## config.mk

```make
export PLATFORM = sky130hd
export DESIGN_NAME = mem_interface_flat
export DESIGN_NICKNAME = d
export VERILOG_FILES = /design/src/rtl/cpu_pkg.sv /design/src/rtl/mem_interface_if.sv /design/src/rtl/mem_interface_mdr_reg.sv /design/src/rtl/mem_interface.sv /design/src/flat_wrapper.sv
export SDC_FILE = /design/constraint.sdc
export NUM_CORES = 1
export LEC_CHECK = 0
export BUFFER_PORTS_ARGS = -buffer_cell sky130_fd_sc_hd__buf_2
export CELL_PAD_IN_SITES_DETAIL_PLACEMENT = 1
export CELL_PAD_IN_SITES_GLOBAL_PLACEMENT = 2
export CORE_MARGIN = 3
export CORE_UTILIZATION = 25
export CTS_BUF_LIST = sky130_fd_sc_hd__clkbuf_16
export DETAILED_ROUTE_END_ITERATION = 16
export PLACE_DENSITY_LB_ADDON = 0.1
export SYNTH_ARGS = -nofsm -noshare
export SYNTH_HDL_FRONTEND = slang
export SYNTH_SLANG_ARGS = --single-unit
```

## constraint.sdc

```tcl
create_clock -name clk -period 2 [get_ports clk]
set_input_delay 0.5 -clock clk [delete_from_list [all_inputs] [get_ports clk]]
set_output_delay 0.5 -clock clk [all_outputs]
set_load 0.02 [all_outputs]
```

## src/rtl/cpu_pkg.sv

```systemverilog
// Shared CPU types and default widths for the memory-side stage.
// The state enum is shared so datapath debug views decode the same encoding.
package cpu_pkg;

  localparam int DEF_ADDR_W = 9;
  localparam int DEF_DATA_W = 32;

  typedef enum logic [2:0] {
    IDLE,
    RD_ISSUE,
    RD_WAIT,
    WR_ISSUE,
    WR_WAIT,
    DONE
  } mem_state_t;

  // Width of a down-counter that must hold the larger of the two latencies.
  function automatic int lat_cnt_w(input int rd_lat, input int wr_lat);
    int m;
    m = (rd_lat > wr_lat) ? rd_lat : wr_lat;
    return (m < 2) ? 1 : $clog2(m + 1);
  endfunction

endpackage

```

## src/rtl/mem_interface_if.sv

```systemverilog
// Bus between the memory-side stage (master) and the synchronous RAM (slave).
interface mem_interface_if #(
  parameter int ADDR_W = 9,
  parameter int DATA_W = 32
) ();

  logic [ADDR_W-1:0] mem_addr;
  logic [DATA_W-1:0] mem_wdata;
  logic [DATA_W-1:0] mem_rdata;
  logic              mem_rd;
  logic              mem_wr;

  modport master (
    output mem_addr,
    output mem_wdata,
    output mem_rd,
    output mem_wr,
    input  mem_rdata
  );

  modport slave (
    input  mem_addr,
    input  mem_wdata,
    input  mem_rd,
    input  mem_wr,
    output mem_rdata
  );

endinterface

```

## src/rtl/mem_interface_mdr_reg.sv

```systemverilog
// Memory data register: loads either RAM read data or the datapath bus.
// Memory capture wins; the controller never asserts both loads together.
module mdr_reg
  import cpu_pkg::*;
#(
  parameter int DATA_W = DEF_DATA_W
) (
  input  logic              clk,
  input  logic              reset,
  input  logic              bus_ld_i,
  input  logic              mem_ld_i,
  input  logic [DATA_W-1:0] bus_i,
  input  logic [DATA_W-1:0] rdata_i,
  output logic [DATA_W-1:0] mdr_o
);

  logic [DATA_W-1:0] mdr_q;
  logic [DATA_W-1:0] mdr_d;

  always_comb begin
    mdr_d = mdr_q;
    if (mem_ld_i) begin
      mdr_d = rdata_i;
    end else if (bus_ld_i) begin
      mdr_d = bus_i;
    end
  end

  always_ff @(posedge clk or negedge reset) begin
    if (!reset) begin
      mdr_q <= '0;
    end else begin
      mdr_q <= mdr_d;
    end
  end

  assign mdr_o = mdr_q;

endmodule

```

## src/rtl/mem_interface.sv

```systemverilog
// Memory-side stage: MAR/MDR plus a one-shot, latency-aware access FSM that
// turns level read/write requests from the control unit into single RAM strobes.
module mem_interface
  import cpu_pkg::*;
#(
  parameter int ADDR_W = DEF_ADDR_W,
  parameter int DATA_W = DEF_DATA_W,
  parameter int RD_LAT = 1,
  parameter int WR_LAT = 1
) (
  input  logic              clk,
  input  logic              reset,
  input  logic [DATA_W-1:0] bus_in,
  input  logic              MARin,
  input  logic              MDRin,
  input  logic              read,
  input  logic              wren,
  output logic [DATA_W-1:0] mdr_out,
  output logic              busy,
  output logic              done,
  output logic              err,
  mem_interface_if.master   mem
);

  localparam int               CNT_W   = lat_cnt_w(RD_LAT, WR_LAT);
  localparam logic [CNT_W-1:0] RD_LOAD = CNT_W'(RD_LAT);
  localparam logic [CNT_W-1:0] WR_LOAD = CNT_W'(WR_LAT);
  localparam logic [CNT_W-1:0] CNT_ONE = CNT_W'(1);

  mem_state_t        state_q, state_d;
  logic [CNT_W-1:0]  cnt_q, cnt_d;
  logic [ADDR_W-1:0] mar_q, mar_d;
  logic              read_q, wren_q;
  logic              err_q, err_d;

  logic              rd_rise, wr_rise;
  logic              idle;
  logic              mdr_bus_ld, mdr_mem_ld;
  logic              proto_viol;
  logic [DATA_W-1:0] mdr;

  // A held level only starts one access: compare against last cycle's level.
  assign rd_rise    = read & ~read_q;
  assign wr_rise    = wren & ~wren_q;
  assign idle       = (state_q == IDLE);
  assign mdr_bus_ld = MDRin & ~read & idle;

  // Any bus-side request or register load while an access is in flight.
  assign proto_viol = ~idle & (rd_rise | wr_rise | MARin | (MDRin & ~read));

  always_comb begin
    state_d    = state_q;
    cnt_d      = cnt_q;
    mdr_mem_ld = 1'b0;
    mar_d      = (MARin && idle) ? bus_in[ADDR_W-1:0] : mar_q;
    err_d      = err_q | proto_viol | (idle & rd_rise & wr_rise);

    case (state_q)
      IDLE: begin
        if (wr_rise) begin
          state_d = WR_ISSUE;
        end else if (rd_rise) begin
          state_d = RD_ISSUE;
        end
      end
      RD_ISSUE: begin
        cnt_d   = RD_LOAD;
        state_d = RD_WAIT;
      end
      RD_WAIT: begin
        cnt_d = cnt_q - CNT_ONE;
        if (cnt_q == CNT_ONE) begin
          mdr_mem_ld = 1'b1;
          state_d    = DONE;
        end
      end
      WR_ISSUE: begin
        cnt_d   = WR_LOAD;
        state_d = WR_WAIT;
      end
      WR_WAIT: begin
        cnt_d = cnt_q - CNT_ONE;
        if (cnt_q == CNT_ONE) begin
          state_d = DONE;
        end
      end
      DONE: begin
        state_d = IDLE;
      end
      default: begin
        state_d = IDLE;
      end
    endcase
  end

  always_ff @(posedge clk or negedge reset) begin
    if (!reset) begin
      state_q <= IDLE;
      cnt_q   <= '0;
      mar_q   <= '0;
      read_q  <= 1'b0;
      wren_q  <= 1'b0;
      err_q   <= 1'b0;
    end else begin
      state_q <= state_d;
      cnt_q   <= cnt_d;
      mar_q   <= mar_d;
      read_q  <= read;
      wren_q  <= wren;
      err_q   <= err_d;
    end
  end

  mdr_reg #(
    .DATA_W (DATA_W)
  ) u_mdr (
    .clk      (clk),
    .reset    (reset),
    .bus_ld_i (mdr_bus_ld),
    .mem_ld_i (mdr_mem_ld),
    .bus_i    (bus_in),
    .rdata_i  (mem.mem_rdata),
    .mdr_o    (mdr)
  );

  // Strobes and status decode straight from the state register: glitch-free.
  assign mem.mem_rd    = (state_q == RD_ISSUE);
  assign mem.mem_wr    = (state_q == WR_ISSUE);
  assign mem.mem_addr  = mar_q;
  assign mem.mem_wdata = mdr;
  assign mdr_out       = mdr;
  assign busy          = ~idle;
  assign done          = (state_q == DONE);
  assign err           = err_q;

endmodule

```

## src/flat_wrapper.sv

```systemverilog
// flat-port wrapper written by rule: the top's interface ports become plain ports
module mem_interface_flat import cpu_pkg::*;
#(
  parameter int ADDR_W = DEF_ADDR_W,
  parameter int DATA_W = DEF_DATA_W,
  parameter int RD_LAT = 1,
  parameter int WR_LAT = 1
)
  (clk, reset, bus_in, MARin, MDRin, read, wren, mdr_out, busy, done, err, mem_mem_addr, mem_mem_wdata, mem_mem_rd, mem_mem_wr, mem_mem_rdata);
  mem_interface_if #(.ADDR_W(ADDR_W), .DATA_W(DATA_W)) mem_i ();
  input  logic clk;
  input  logic reset;
  input  logic [DATA_W-1:0] bus_in;
  input  logic MARin;
  input  logic MDRin;
  input  logic read;
  input  logic wren;
  output logic [DATA_W-1:0] mdr_out;
  output logic busy;
  output logic done;
  output logic err;
  output wire logic [$bits(mem_i.mem_addr)-1:0] mem_mem_addr;
  output wire logic [$bits(mem_i.mem_wdata)-1:0] mem_mem_wdata;
  output wire logic [$bits(mem_i.mem_rd)-1:0] mem_mem_rd;
  output wire logic [$bits(mem_i.mem_wr)-1:0] mem_mem_wr;
  input wire logic [$bits(mem_i.mem_rdata)-1:0] mem_mem_rdata;
  assign mem_mem_addr = mem_i.mem_addr;
  assign mem_mem_wdata = mem_i.mem_wdata;
  assign mem_mem_rd = mem_i.mem_rd;
  assign mem_mem_wr = mem_i.mem_wr;
  assign mem_i.mem_rdata = mem_mem_rdata;
  mem_interface #(.ADDR_W(ADDR_W), .DATA_W(DATA_W), .RD_LAT(RD_LAT), .WR_LAT(WR_LAT)) u_core (.clk(clk), .reset(reset), .bus_in(bus_in), .MARin(MARin), .MDRin(MDRin), .read(read), .wren(wren), .mdr_out(mdr_out), .busy(busy), .done(done), .err(err), .mem(mem_i));
endmodule
```

Yosys cells after proc, flatten, opt, wreduce, memory -nomap -nowiden
Index checks and enable logic that the tools add are counted.

operators by class
  bitwise operators = 16
  muxes and demuxes = 9
  add/sub/neg operators = 1
  reduce and logical (&&, ||, !) cells = 7
  eq/ne operators = 7

operator list
  cell                                                    number
  2-to-1 mux 32 bit                                       2
  case mux 3 bit (4 select lines)                         1
  2-to-1 mux 3 bit                                        3
  AND 1 bit                                               7
  equality test 3 x 2 -> 1 bit (second input constant)    2
  equality test 3 bit (second input constant)             2
  OR 1 bit                                                5
  NOT 1 bit                                               4
  nonzero test 2 bit                                      2
  OR reduction 2 bit                                      2
  equality test 3 x 1 -> 1 bit (second input constant)    1
  zero test 3 bit                                         1
  inequality test 3 x 1 -> 1 bit (second input constant)  1
  2-to-1 mux 1 bit                                        2
  inequality test 2 x 1 -> 1 bit (second input constant)  1
  case mux 1 bit (2 select lines)                         1
  AND reduction 2 bit                                     1
  logical AND 1 bit                                       1
  subtractor 1 bit (second input constant)                1

storage, ports and cells
  bits of input ports = 70
  word-level logic and storage cells = 47
  output and inout bits = 78
  bits in registers = 48

Longest topological paths before layout
  depth after elaboration = 8
  gate-level depth with buffers = 6
  gate-level depth less buffers = 4

By module
A second synthesis with hierarchy kept.

second synthesis, totals
  cell total of the unflattened synthesis = 229
  area, all modules = 2489.9 sq um

modules (own cells, without submodules)
  module         sequential area each (sq um)  area each (sq um)  instances  cells each
  mdr_reg        800.8                         1515.2             1          139
  mem_interface  400.4                         974.7              1          90

Worst setup path before layout
Ideal clock, no wire load.

  kind = register to output
  start point = register u_core.state_q[0]
  end point = output done
  cell stages (with the launch flop) = 3
  path buffers = 1
  data required time = 1500 ps
  arrival time = 1225 ps
  slack = 275 ps
  cells stage by stage = dfrtp_1 -> clkbuf_1 -> nor3b_1

on the way
  cells in the longest elaborated chain, start to end = 1

RTL lines
  item                    line                  RTL
  from (decl)             mem_interface.sv:30   mem_state_t state_q, state_d;
  from (signal assigned)  mem_interface.sv:105  state_q <= state_d;
  equality test 3 bit     mem_interface.sv:133  assign done = (state_q == DONE);
  to (decl)               flat_wrapper.sv:20    output logic done;

Every way passes these cells.

Final worst setup path
  start point = register u_core.state_q[2]
  end point = output busy

on the way
  cells in the longest elaborated chain, start to end = 2

RTL lines
  item             line                  RTL
  zero test 3 bit  mem_interface.sv:45   assign idle = (state_q == IDLE);
  NOT 1 bit        mem_interface.sv:132  assign busy = ~idle;
  to (decl)        flat_wrapper.sv:19    output logic busy;

Every way passes these cells.

==> results.sh <==
export IMPL_status="completed"
export IMPL_cts_tree="built"
export IMPL_grt_pass1_vias=2430
export IMPL_start_util=0.2646
export IMPL_syn_cell_area_mm2=0.002515
export IMPL_critPathKind="flip-flop to primary output"
export IMPL_clock_skew_ps=3.978
export IMPL_numCtsBuffers=5
export IMPL_synth_nets=298
export IMPL_yosysTopAreaCell="dfrtp_1"
export IMPL_insertion_delay_ps=280
export IMPL_cts_max_path_buffers=2
export IMPL_yosys_top_cells_area="dfrtp_1, buf_4, a2bb2oi_1"
export IMPL_drt_iter0_drc=76
export IMPL_hold_buffers=0
export IMPL_clkTransAtPathRegs_ps=70
export IMPL_cp_slowest_cell="dfrtp_1"
export IMPL_root_buffer="clkbuf_16"
export IMPL_startpoint_type="flip-flop"
export IMPL_n_antenna_cell=0
export IMPL_crit_arrival_ps=1390
export IMPL_ys_warn_count=0
export IMPL_port_buffers=147
export IMPL_nets=417
export IMPL_routed_wl_um=8695
export IMPL_htree_levels=2
export IMPL_avgSynthCellArea_um2=11.03
export IMPL_cp_max_fo=10
export IMPL_grt_antenna_before_repair=1
export IMPL_yosysTopAreaCellShare=0.4776
export IMPL_core_mm2=0.009503
export IMPL_grt_pass1_wl_um=13410
export IMPL_rsz0062_at_grt="no"
export IMPL_rows=35
export IMPL_rr_endpoint="u_core.mem.mem_addr[0]$_DFFE_PN0P_"
export IMPL_ys_seq_area_frac=0.4776
export IMPL_finalSetupViolations=0
export IMPL_period_minus_slack_ps=1886
export IMPL_synthDistinctLibCells=30
export IMPL_fin_cells=477
export IMPL_r2r_start="u_core.state_q[2]$_DFFE_PN0P_"
export IMPL_worst_path_buf_inv=2
export IMPL_reg2reg_slack_ps=400
export IMPL_setup_ws_ps=114.4
export IMPL_drv_cap=0
export IMPL_worstHoldPathType="primary input to async pin"
export IMPL_fmax_mhz=530.3
export IMPL_grt_max_degree=32
export IMPL_grtUsageTotal=0.1510
export IMPL_powerDensity_mw_per_mm2=1881
export IMPL_fin_tns_setup_ps=0
export IMPL_slew_violations=0
export IMPL_viasPerCell=4.786
export IMPL_final_cell_mix="buf_2, dfrtp_1, o21ai_0"
export IMPL_required_ps=1500
export IMPL_end_kind="primary output"
export IMPL_period_share=0.9428
export IMPL_area_delta_synth_final_pct=33.88
export IMPL_finalHoldViolCount=0
export IMPL_post_place_cells=466
export IMPL_crit_chain="nor3_4 -> inv_2 -> buf_2"
export IMPL_drt_pass1_iter_count=4
export IMPL_synth_seq_cells=48
export IMPL_io_pins=148
export IMPL_peakVddDrop_v=0.0005963
export IMPL_worst_pin_slew_ps=466.4
export IMPL_drtAntennaViolNets=0
export IMPL_slew_headroom=0.6891
export IMPL_postSynthCellCount=228
export IMPL_pre_cts_slack_ps=290.6
export IMPL_gp_congestion=0.7474
export IMPL_cpLargestDelayFamily="flip-flops"
export IMPL_drive_gt1_frac=0.5402
export IMPL_fp_dieW_um=106.3
export IMPL_wire_per_inst_um=18.23
export IMPL_die_area_mm2=0.01130
export IMPL_mostFrequentLayoutCell="buf_2"
export IMPL_clock_sinks=48
export IMPL_vias=2283
export IMPL_whs_ps=161.7
export IMPL_die_y_um=106.3
export IMPL_rr_worst_depth=4
export IMPL_dp_hpwl_um=6400
export IMPL_drc=0
export IMPL_grt_overflow=0
export IMPL_slowest_delay_ps=470
export IMPL_leakagePower_nw=1.651
==> metal layers <==
metal  routed length [µm]  global-route usage  share of wire
met5                   13                   0         0.0015
met3                  569             0.03522          0.065
met1                 3901              0.1979           0.45
met2                 4144              0.2534           0.48
met4                   65             0.03238         0.0075
==> worst register-to-register path, cell delays in order, from the launching register on <==
cell and delay [ps]:
dfrtp_1 470, nor3_4 310, and2_1 170, buf_4 190, mux2_2 350
==> sequential cells by signal, indices dropped and copies added, names as in the netlist <==
name	count
u_core.wren_q	1
u_core.cnt_q	1
u_core.mem.mem_addr	9
u_core.u_mdr.mdr_o	32
u_core.read_q	1
u_core.state_q	3
u_core.err	1
==> power by group <==
group	internal, mW	switching, mW
sequential	1.45	0.368
combinational	1.35	2.19
clock	0.589	0.384
total	3.39	2.95
==> cell families (layout without fill, tap and decap cells) <==
family                 after synthesis  in the layout  share of synthesized area
and+or+nand+nor                     25             25                    0.07114
buffers and inverters               54            174                     0.1517
muxes                                9              9                    0.04030
AOI/OAI and AO/OA                   92             92                     0.2592
DFF                                 48             48                     0.4776
==> cell usage after synthesis, drive strengths merged <==
cell type  instances
dfrtp             48
nor4bb             1
clkbuf             7
nor2b              5
nand2b             2
a21oi              4
o31ai              1
o21ai             25
a2bb2oi           24
o21bai             3
a31oi             24
a221oi             2
a221o              8
o211ai             1
and3               9
nor3b              2
nor4               2
mux2               9
and2               1
nor3               1
nand3b             1
inv                2
buf               45
or3b               1
==> area by class of cell <==
cell class | count | area, µm²
fill | 1128 | 6136
sequential | 48 | 1202
multi-input combinational | 126 | 952.2
timing repair buffer | 164 | 875.8
tap | 129 | 161.4
clock buffer | 5 | 125.1
clock inverter | 3 | 42.54
inverter | 2 | 7.507
==> metrics by stage <==
step	power (mW)	cell area, µm²	utilization
final	6.334	3367	0.3543
after global routing	6.784	3367	0.3543
after CTS	6.381	3344	0.3519
after detailed placement	5.392	3176	0.3342
after global placement	5.331	3176	0.3342
after floorplan	4.546	2515	-
==> what timing repair did <==
action / CTS / global route
buffers inserted: 0 / 3
setup endpoints to repair: 1 / 1
resized for setup: 1 / 0
pin swaps: 0 / 1
==> how the worst max path moves through the flow <==
stage,from,to,slack [ps],cells after the start
floorplan,u_core.state_q[0]$_DFFE_PN0P_,done,280,2
global placement,u_core.state_q[1]$_DFFE_PN0P_,busy,320,3
detailed placement,u_core.state_q[1]$_DFFE_PN0P_,u_core.mem.mem_addr[3]$_DFFE_PN0P_,290,4
CTS,u_core.state_q[0]$_DFFE_PN0P_,busy,50,3
global route,u_core.state_q[2]$_DFFE_PN0P_,busy,10,3
finish,u_core.state_q[2]$_DFFE_PN0P_,busy,110,3
(Power assumes the default switching activity.)
